<file path="config.mk">
export PLATFORM = sky130hd
export DESIGN_NAME = op_issue
export DESIGN_NICKNAME = d
export VERILOG_FILES = /design/src/rtl/op_issue.sv
export SDC_FILE = /design/constraint.sdc
export NUM_CORES = 1
export LEC_CHECK = 0
export CAP_MARGIN = 20
export CORE_MARGIN = 2
export CORE_UTILIZATION = 53
export DETAILED_ROUTE_END_ITERATION = 10
export GPL_ROUTABILITY_DRIVEN = 0
export PLACE_DENSITY = 0.77
export SKIP_LAST_GASP = 1
export SLEW_MARGIN = 20
export SYNTH_ARGS = -nofsm -noshare
export SYNTH_HDL_FRONTEND = slang
export SYNTH_SLANG_ARGS = --single-unit
</file>
<file path="constraint.sdc">
create_clock -name clk -period 2.8 [get_ports clk]
set_input_delay 0.56 -clock clk [delete_from_list [all_inputs] [get_ports clk]]
set_output_delay 0.56 -clock clk [all_outputs]
set_load 0.02 [all_outputs]
</file>
<file path="src/rtl/op_issue.sv">
// op_issue: buffers decoded read/write requests and emits held, NOP-separated op_codes.
module op_issue #(
  parameter int DEPTH = 4,
  parameter int HOLD_CYCLES = 2,
  parameter int GAP_CYCLES = 1,
  parameter logic [3:0] OP_NOP = 4'b0000,
  parameter logic [3:0] OP_WRITE_A = 4'b0001,
  parameter logic [3:0] OP_WRITE_B = 4'b0010,
  parameter logic [3:0] OP_READ_C = 4'b0100
) (
  input  logic       clk,
  input  logic       rst,
  input  logic       req_valid,
  output logic       req_ready,
  input  logic       req_write,
  input  logic [1:0] req_source,
  output logic [3:0] op_code,
  output logic       op_valid,
  output logic       busy,
  output logic       err
);
  localparam int AW = $clog2(DEPTH);
  localparam int NW = $clog2(DEPTH + 1);
  localparam int MX = HOLD_CYCLES > GAP_CYCLES ? HOLD_CYCLES : GAP_CYCLES;
  localparam int CW = MX > 1 ? $clog2(MX) : 1;
  typedef enum logic [1:0] {IDLE, HOLD, GAP} state_t;
  state_t state;
  logic [3:0] mem [DEPTH];
  logic [AW-1:0] wptr, rptr;
  logic [NW-1:0] count;
  logic [CW-1:0] cnt;
  logic [3:0] enc;
  logic legal, accept, push, pop, decide, empty;
  always_comb begin
    legal = req_write ? (req_source == 2'd0 || req_source == 2'd1) : (req_source == 2'd2);
    enc = !req_write ? OP_READ_C : req_source == 2'd0 ? OP_WRITE_A : OP_WRITE_B;
    empty = count == '0;
    accept = req_valid && req_ready;
    push = accept && legal;
    // Points where the FSM may start a new op; with no gap, the last hold cycle is one of them.
    decide = state == IDLE || (state == HOLD && cnt == '0 && GAP_CYCLES == 0) || (state == GAP && cnt == '0);
    pop = decide && !empty;
  end
  assign req_ready = count != NW'(DEPTH) && !rst;
  assign busy = !empty || state != IDLE;
  always_ff @(posedge clk)
    if (push) mem[wptr] <= enc;
  always_ff @(posedge clk or posedge rst)
    if (rst) begin
      wptr <= '0;
      rptr <= '0;
      count <= '0;
    end else begin
      wptr <= wptr + AW'(push);
      rptr <= rptr + AW'(pop);
      count <= count + NW'(push) - NW'(pop);
    end
  always_ff @(posedge clk or posedge rst)
    if (rst) begin
      state <= IDLE;
      cnt <= '0;
      op_code <= OP_NOP;
      op_valid <= 1'b0;
      err <= 1'b0;
    end else begin
      err <= accept && !legal;
      if (pop) begin
        op_code <= mem[rptr];
        op_valid <= 1'b1;
        cnt <= CW'(HOLD_CYCLES - 1);
        state <= HOLD;
      end else if (decide) begin
        op_code <= OP_NOP;
        op_valid <= 1'b0;
        cnt <= '0;
        state <= IDLE;
      end else if (state == HOLD && cnt == '0) begin
        op_code <= OP_NOP;
        op_valid <= 1'b0;
        cnt <= CW'(GAP_CYCLES - 1);
        state <= GAP;
      end else if (cnt != '0) cnt <= cnt - CW'(1);
    end
endmodule
</file>
==> summary.md, run 1 <==
| Metric | Value |
|---|---|
| Outcome | complete, no violations |
| Largest net degree at the start of global routing | 15 |
| Total core area | 1980 µm² |
| Vias in the first global route | 640 |
| Reg clk slew, reported paths | approximately 0.13 ns |
| CP Max Fanout | 4 |
| P_leak | 0.510 nW |
| Vias | 607 |
| Clock power share | around 14% |
| ANT nets after route | 0 |
| Hold Crit Endpoint | op_code[2]$_DFFE_PP0P_ |
| Net Sw Frac | 33.4% |
| Sequential element share of the synthesized area | 63.7% |
| IO Port Bufs | 12 |
| PwrDens | roughly 960 nW/µm² |
| Final hold vios | 0 |
| Clock skew after layout | 0.00277 ns |
| Total gr overflow | 0 |
| Switching power | 0.000420 W |
| Num rows | 16 |
| Relative slew slack | 63.0% |
| Cells after DPL | 111 |
| Element type at the critical path end | primary output |
| Pre-Repair DR Iteration Count | 2 |
| Crit path required time | 2.24 ns |
| R2r setup slk | around 0.67 ns |
| Period minus WS final | 2.47 ns |
| Setup Crit Path Kind | register to primary output |
| Clock Sinks | 26 |
| Syn Nets | 80 |
| Worst-skew pair later-pin latency | roughly 0.3 ns |
| Die area | ~2500 µm² |
| Clock tree from TritonCTS | built |
| Peak VDD IR | between 0.5 and 0.6 mV |
| All-Layer GR Usage | roughly 15% |
| Yosys warns | 0 |
| Die W | around 50 µm |
| CTS Hold Bufs | 0 |
| Worst slew pin tran | 0.554 ns |
| R2R depth | 7 |
| Max-cap violations | 0 |
| # diodes | 0 |
| Initial Util | 56.3% |
| Setup Fix Bufs, Post-CTS | 0 |
| Setup ws final | 0.327 ns |
| Post-CTS resize count | 0 |
| # IOs | 14 |
| Layout cells sized above 1 | 18.2% |
| Hold_sp | op_code[2]$_DFFE_PP0P_ |
| Synthesized area | about 1100 µm² |
| Wirelength, routed | about 1600 µm |
| Flop pwr share | between 40 and 50% |
| Total power | 0.00126 W |
| Placement Setup Slack | 0.177 ns |
| CTS Buf Count | 3 |
| Die height | between 40 and 50 µm |
| Mapped Cells | 71 |
| Worst Setup Start Kind | register |
| Post-Route Utilization | between 60% and 70% |
| Layout area overhead | 17.7% |
| Max Clk Rate | 404 MHz |
| Max Transition Viols Final | 0 |
| Post-DP HPWL | 1290 µm |
| Fillcell total | 129 |
| First-pass GRT wire length | about 2800 µm |
| Setup violations, final | 0 |
| Mean post-synth cell area | between 15 and 20 µm² |
| Routed WL per cell | between 10 and 15 µm |
| Setup TNS | 0 ns |
| Hold WC Path Type | register to register |
| Combinational power share | 35.9% |
| H-tree depth | 1 |
| CP arrival | 1.91 ns |
| Hold path depth | 1 |
| Clock Tree Buf Depth | 2 |
| RSZ-0062 raised after global routing | no |
| Int Pwr | 0.000838 W |
| Clock root buffer | clkbuf_4 |
| Final period util | 88.3% |
| Initial antenna violation count | 0 |
| #FFs+latches synth | 26 |
| Synth cell types | 28 |
| Reg2reg start | count[1]$_DFF_PP0_ |
| Crit Reg-Reg Endpoint | count[2]$_DFF_PP0_ |
| Via-to-Cell Ratio | 5.28 |
| Nets | between 90 and 100 |
| Iter 0 DRT Violations | 6 |
| DRC errors left | 0 |
| Non-filler cells, final | 115 |
-- area by class of cell --
cell class / count / area (µm²) / share of cell area [%]
clock buffers: 4 / 36.3 / 2.76
inverters: 3 / 11.3 / 0.857
multi-input cells: 41 / 387 / 29.4
flip-flops and latches: 26 / 711 / 54.1
well taps: 27 / 33.8 / 2.57
repair buffers: 14 / 135 / 10.3
-- metrics by stage --
stage          hold WS [ns]  instance area [µm²]
6_report              0.515                 1310
5_1_grt               0.531                 1310
4_1_cts               0.510                 1310
3_5_place_dp          0.487                 1280
3_3_place_gp          0.482                 1280
2_1_floorplan         0.454                 1120
-- synthesized netlist by cell type --
cell type | number | area share (%)
or3b_4 | 1 | 1.0
and2_2 | 1 | 0.67
a211oi_4 | 1 | 1.8
nor3b_4 | 1 | 1.7
nor3_1 | 4 | 1.8
nor3b_1 | 1 | 0.67
mux2_2 | 1 | 1.0
dfrtp_1 | 14 | 31
fa_1 | 1 | 1.8
nor2b_1 | 2 | 1.1
o2111a_2 | 1 | 1.1
o21ai_0 | 1 | 0.45
nand2_1 | 3 | 1.0
o211ai_2 | 1 | 1.1
and2b_1 | 1 | 0.67
conb_1 | 1 | 0.34
buf_4 | 1 | 0.67
mux4_2 | 3 | 6.1
ha_1 | 2 | 2.2
inv_1 | 3 | 1.0
nor2_1 | 3 | 1.0
xor2_1 | 3 | 2.4
xnor2_1 | 3 | 2.4
maj3_1 | 1 | 0.90
nand2b_1 | 1 | 0.56
edfxtp_1 | 12 | 32
a22o_1 | 3 | 2.4
and2_1 | 1 | 0.56
-- worst max path at each step --
stage	start	to	slack (ns)	cells past startpoint
final	count[1]$_DFF_PP0_	req_ready	0.33	3
after global routing	count[1]$_DFF_PP0_	req_ready	0.26	3
after CTS	count[1]$_DFF_PP0_	req_ready	0.32	3
after detailed placement	req_write	count[2]$_DFF_PP0_	0.18	8
after global placement	req_write	count[2]$_DFF_PP0_	0.22	8
after floorplan	req_write	count[2]$_DFF_PP0_	0.76	7
-- cell usage in the layout (no fill, tap or decap), types with 2 or more instances in the layout --
cell type,netlist,routed
edfxtp_1,12,12
inv_1,3,3
xor2_1,3,3
buf_4,1,2
dfrtp_1,14,14
mux4_2,3,3
ha_1,2,2
nor3_1,4,4
nor2_1,3,3
nand2_1,3,3
clkdlybuf4s50_1,0,12
nor2b_1,2,2
a22o_1,3,3
xnor2_1,3,3
clkbuf_4,0,3
-- power by group through the flow --
stage / clock network (W) / logic (W) / registers [W]
finish: 0.000179 / 0.000452 / 0.000627
global route: 0.000201 / 0.000505 / 0.000643
CTS: 0.000184 / 0.000461 / 0.000628
detailed placement: 0 / 0.000454 / 0.000637
global placement: 0 / 0.000439 / 0.000626
floorplan: 0 / 0.000302 / 0.000641
-- flip-flops by register name, indices dropped and copies added (netlist names) --
| register | count |
|---|---|
| cnt | 1 |
| err | 1 |
| op_code | 3 |
| wptr | 2 |
| rptr | 2 |
| mem | 12 |
| count | 3 |
| state | 2 |
-- layer usage --
layer | track usage (%) | wire (µm) | up-vias
li1 | - | - | 289
met1 | 19.7 | 711 | 304
met2 | 26.9 | 855 | 14
met3 | 3.64 | 59 | 0
met4 | 2.78 | 0 | 0
met5 | 0 | 0 | -
-- worst max-delay path, stage by stage, from the launching register on --
cell and delay, ns:
dfrtp_1 0.44, or3b_4 0.44, and2_2 0.20, clkdlybuf4s50_1 0.53
-- logic make-up after synthesis --
family	Yosys count	share of synthesized area [%]
DFF	26	63.7
xor gates and xnor gates	6	4.71
muxes	4	7.06
and+or+nand+nor	19	10.8
other	1	0.336
buffers and inverters	4	1.68
adders and majority gates	4	4.93
AOI/OAI and AO/OA	7	6.84
Note: power is estimated with default switching activity, not from simulation.
==> run 2: changes to the inputs <==
- CTS_CLUSTER_SIZE: not set -> 14
- clock period: 2.8 -> 2.4 ns (I/O delays scaled with it)
==> summary.md, run 2 (synthesized netlist as in run 1, its figures left out) <==
| Metric | Value |
|---|---|
| Die area | between 2000 and 2500 µm² |
| Final period util | 91.0% |
| Setup TNS | 0 ns |
| Top flop regs | mem: 12 flops, count: 3 flops, op_code: 3 flops |
| Die W | 49.9 µm |
| Commonest non-fill, non-tap cell in the layout | dfrtp_1 |
| Outcome | complete, no violations |
| Crit Reg-Reg Endpoint | count[2]$_DFF_PP0_ |
| Total gr overflow | 0 |
| Int Pwr | 0.000954 W |
| Initial Util | 56.3% |
| Reg clk slew, reported paths | 0.13 ns |
| Max reg flops | 12 |
| Element type at the critical path end | primary output |
| P_leak | 0.538 nW |
| Post-CTS resize count | 1 |
| Switching power | 0.000488 W |
| Pre-Repair DR Iteration Count | 3 |
| Setup Fix Bufs, Post-CTS | 0 |
| Vias | about 630 |
| Clock Sinks | 26 |
| Net Sw Frac | 33.8% |
| Total core area | 1980 µm² |
| Die height | 49.9 µm |
| All-Layer GR Usage | 15.2% |
| Crit path required time | 1.92 ns |
| Largest net degree at the start of global routing | 15 |
| Post-DP HPWL | between 1000 and 1500 µm |
| R2r setup slk | 0.35 ns |
| PwrDens | 1070 nW/µm² |
| Num rows | 16 |
| H-tree depth | 1 |
| Via-to-Cell Ratio | 5.19 |
| Most frequent cells in the layout | dfrtp_1, edfxtp_1, clkdlybuf4s50_1 |
| Setup violations, final | 0 |
| Clock skew after layout | 0.00422 ns |
| CTS Buf Count | 3 |
| Clock power share | between 10 and 15% |
| Hold WC Path Type | input port to async pin |
| Period minus WS final | 2.18 ns |
| Initial antenna violation count | 0 |
| Reg2reg start | count[1]$_DFF_PP0_ |
| Peak VDD IR | 0.598 mV |
| CTS Hold Bufs | 0 |
| Nets | 104 |
| Max Clk Rate | ~460 MHz |
| Clock root buffer | clkbuf_4 |
| Combinational power share | between 30% and 40% |
| Wirelength, routed | 1600 µm |
| # IOs | 14 |
| Iter 0 DRT Violations | 10 |
| Largest Register | mem |
| Worst Setup Start Kind | register |
| Post-Route Utilization | 68.2% |
| Clock tree from TritonCTS | built |
| Flop pwr share | 50.6% |
| Layout area overhead | 21.2% |
| R2R depth | 7 |
| Final hold vios | 0 |
| Worst-skew pair later-pin latency | 0.31 ns |
| Layout cells sized above 1 | roughly a quarter |
| First-pass GRT wire length | 2760 µm |
| # diodes | 0 |
| ANT nets after route | 0 |
| CP arrival | 1.70 ns |
| Clock Tree Buf Depth | 2 |
| RSZ-0062 raised after global routing | no |
| CP Max Fanout | 4 |
| Setup Crit Path Kind | register to primary output |
| DRC errors left | 0 |
| IO Port Bufs | 12 |
| Max Transition Viols Final | 0 |
| Max-cap violations | 0 |
| Vias in the first global route | 637 |
| Total power | 0.00144 W |
| Routed WL per cell | 13.2 µm |
-- run 2: how the worst max path moves through the flow --
stage	endpoint	slack [ns]	start	cells after the start
after global placement	count[2]$_DFF_PP0_	-0.06	req_write	8
after CTS	busy	0.08	count[1]$_DFF_PP0_	3
after floorplan	count[2]$_DFF_PP0_	0.41	count[1]$_DFF_PP0_	7
after global routing	busy	0.12	count[2]$_DFF_PP0_	3
after detailed placement	count[2]$_DFF_PP0_	-0.10	req_write	8
final	req_ready	0.22	count[1]$_DFF_PP0_	3
-- run 2: worst max-delay path: stages, from the launching register on --
cell and delay [ns]:
dfrtp_1 0.45, or3b_4 0.44, and2_2 0.20, dlygate4sd2_1 0.31
-- run 2: stage by stage --
step / setup WS, ns / instances / hold WS, ns / cell area, µm²
after floorplan: 0.411 / 71 / 0.374 / 1120
after global placement: -0.0571 / 117 / 0.479 / 1320
after detailed placement: -0.100 / 117 / 0.490 / 1320
after CTS: 0.0796 / 121 / 0.494 / 1350
after global routing: 0.122 / 121 / 0.542 / 1350
final: 0.216 / 121 / 0.500 / 1350
-- run 2: cell type report --
| class | instances | area, µm² |
|---|---|---|
| Timing Repair Buffer | 20 | 179 |
| Clock buffer | 3 | 22.5 |
| Tap cell | 27 | 33.8 |
| Clock inverter | 1 | 3.75 |
| Sequential cell | 26 | 711 |
| Fill cell | 146 | 629 |
| Multi-Input combinational cell | 41 | 392 |
| Inverter | 3 | 11.3 |
-- run 2: per-layer routing --
metal | GRT usage [%] | routed length (µm) | vias to the layer above
met5 | 0 | 0 | -
met4 | 6.94 | 34 | 0
met3 | 3.64 | 53 | 4
met2 | 25.3 | 774 | 14
met1 | 18.7 | 736 | 305
li1 | - | - | 305
-- run 2: power groups by stage --
stage               Clock [W]  Sequential [W]  Combinational, W
detailed placement          0        0.000736          0.000547
finish               0.000178        0.000730          0.000534
global placement            0        0.000730          0.000520
floorplan                   0        0.000748          0.000352
CTS                  0.000190        0.000727          0.000543
global route         0.000205        0.000751          0.000598
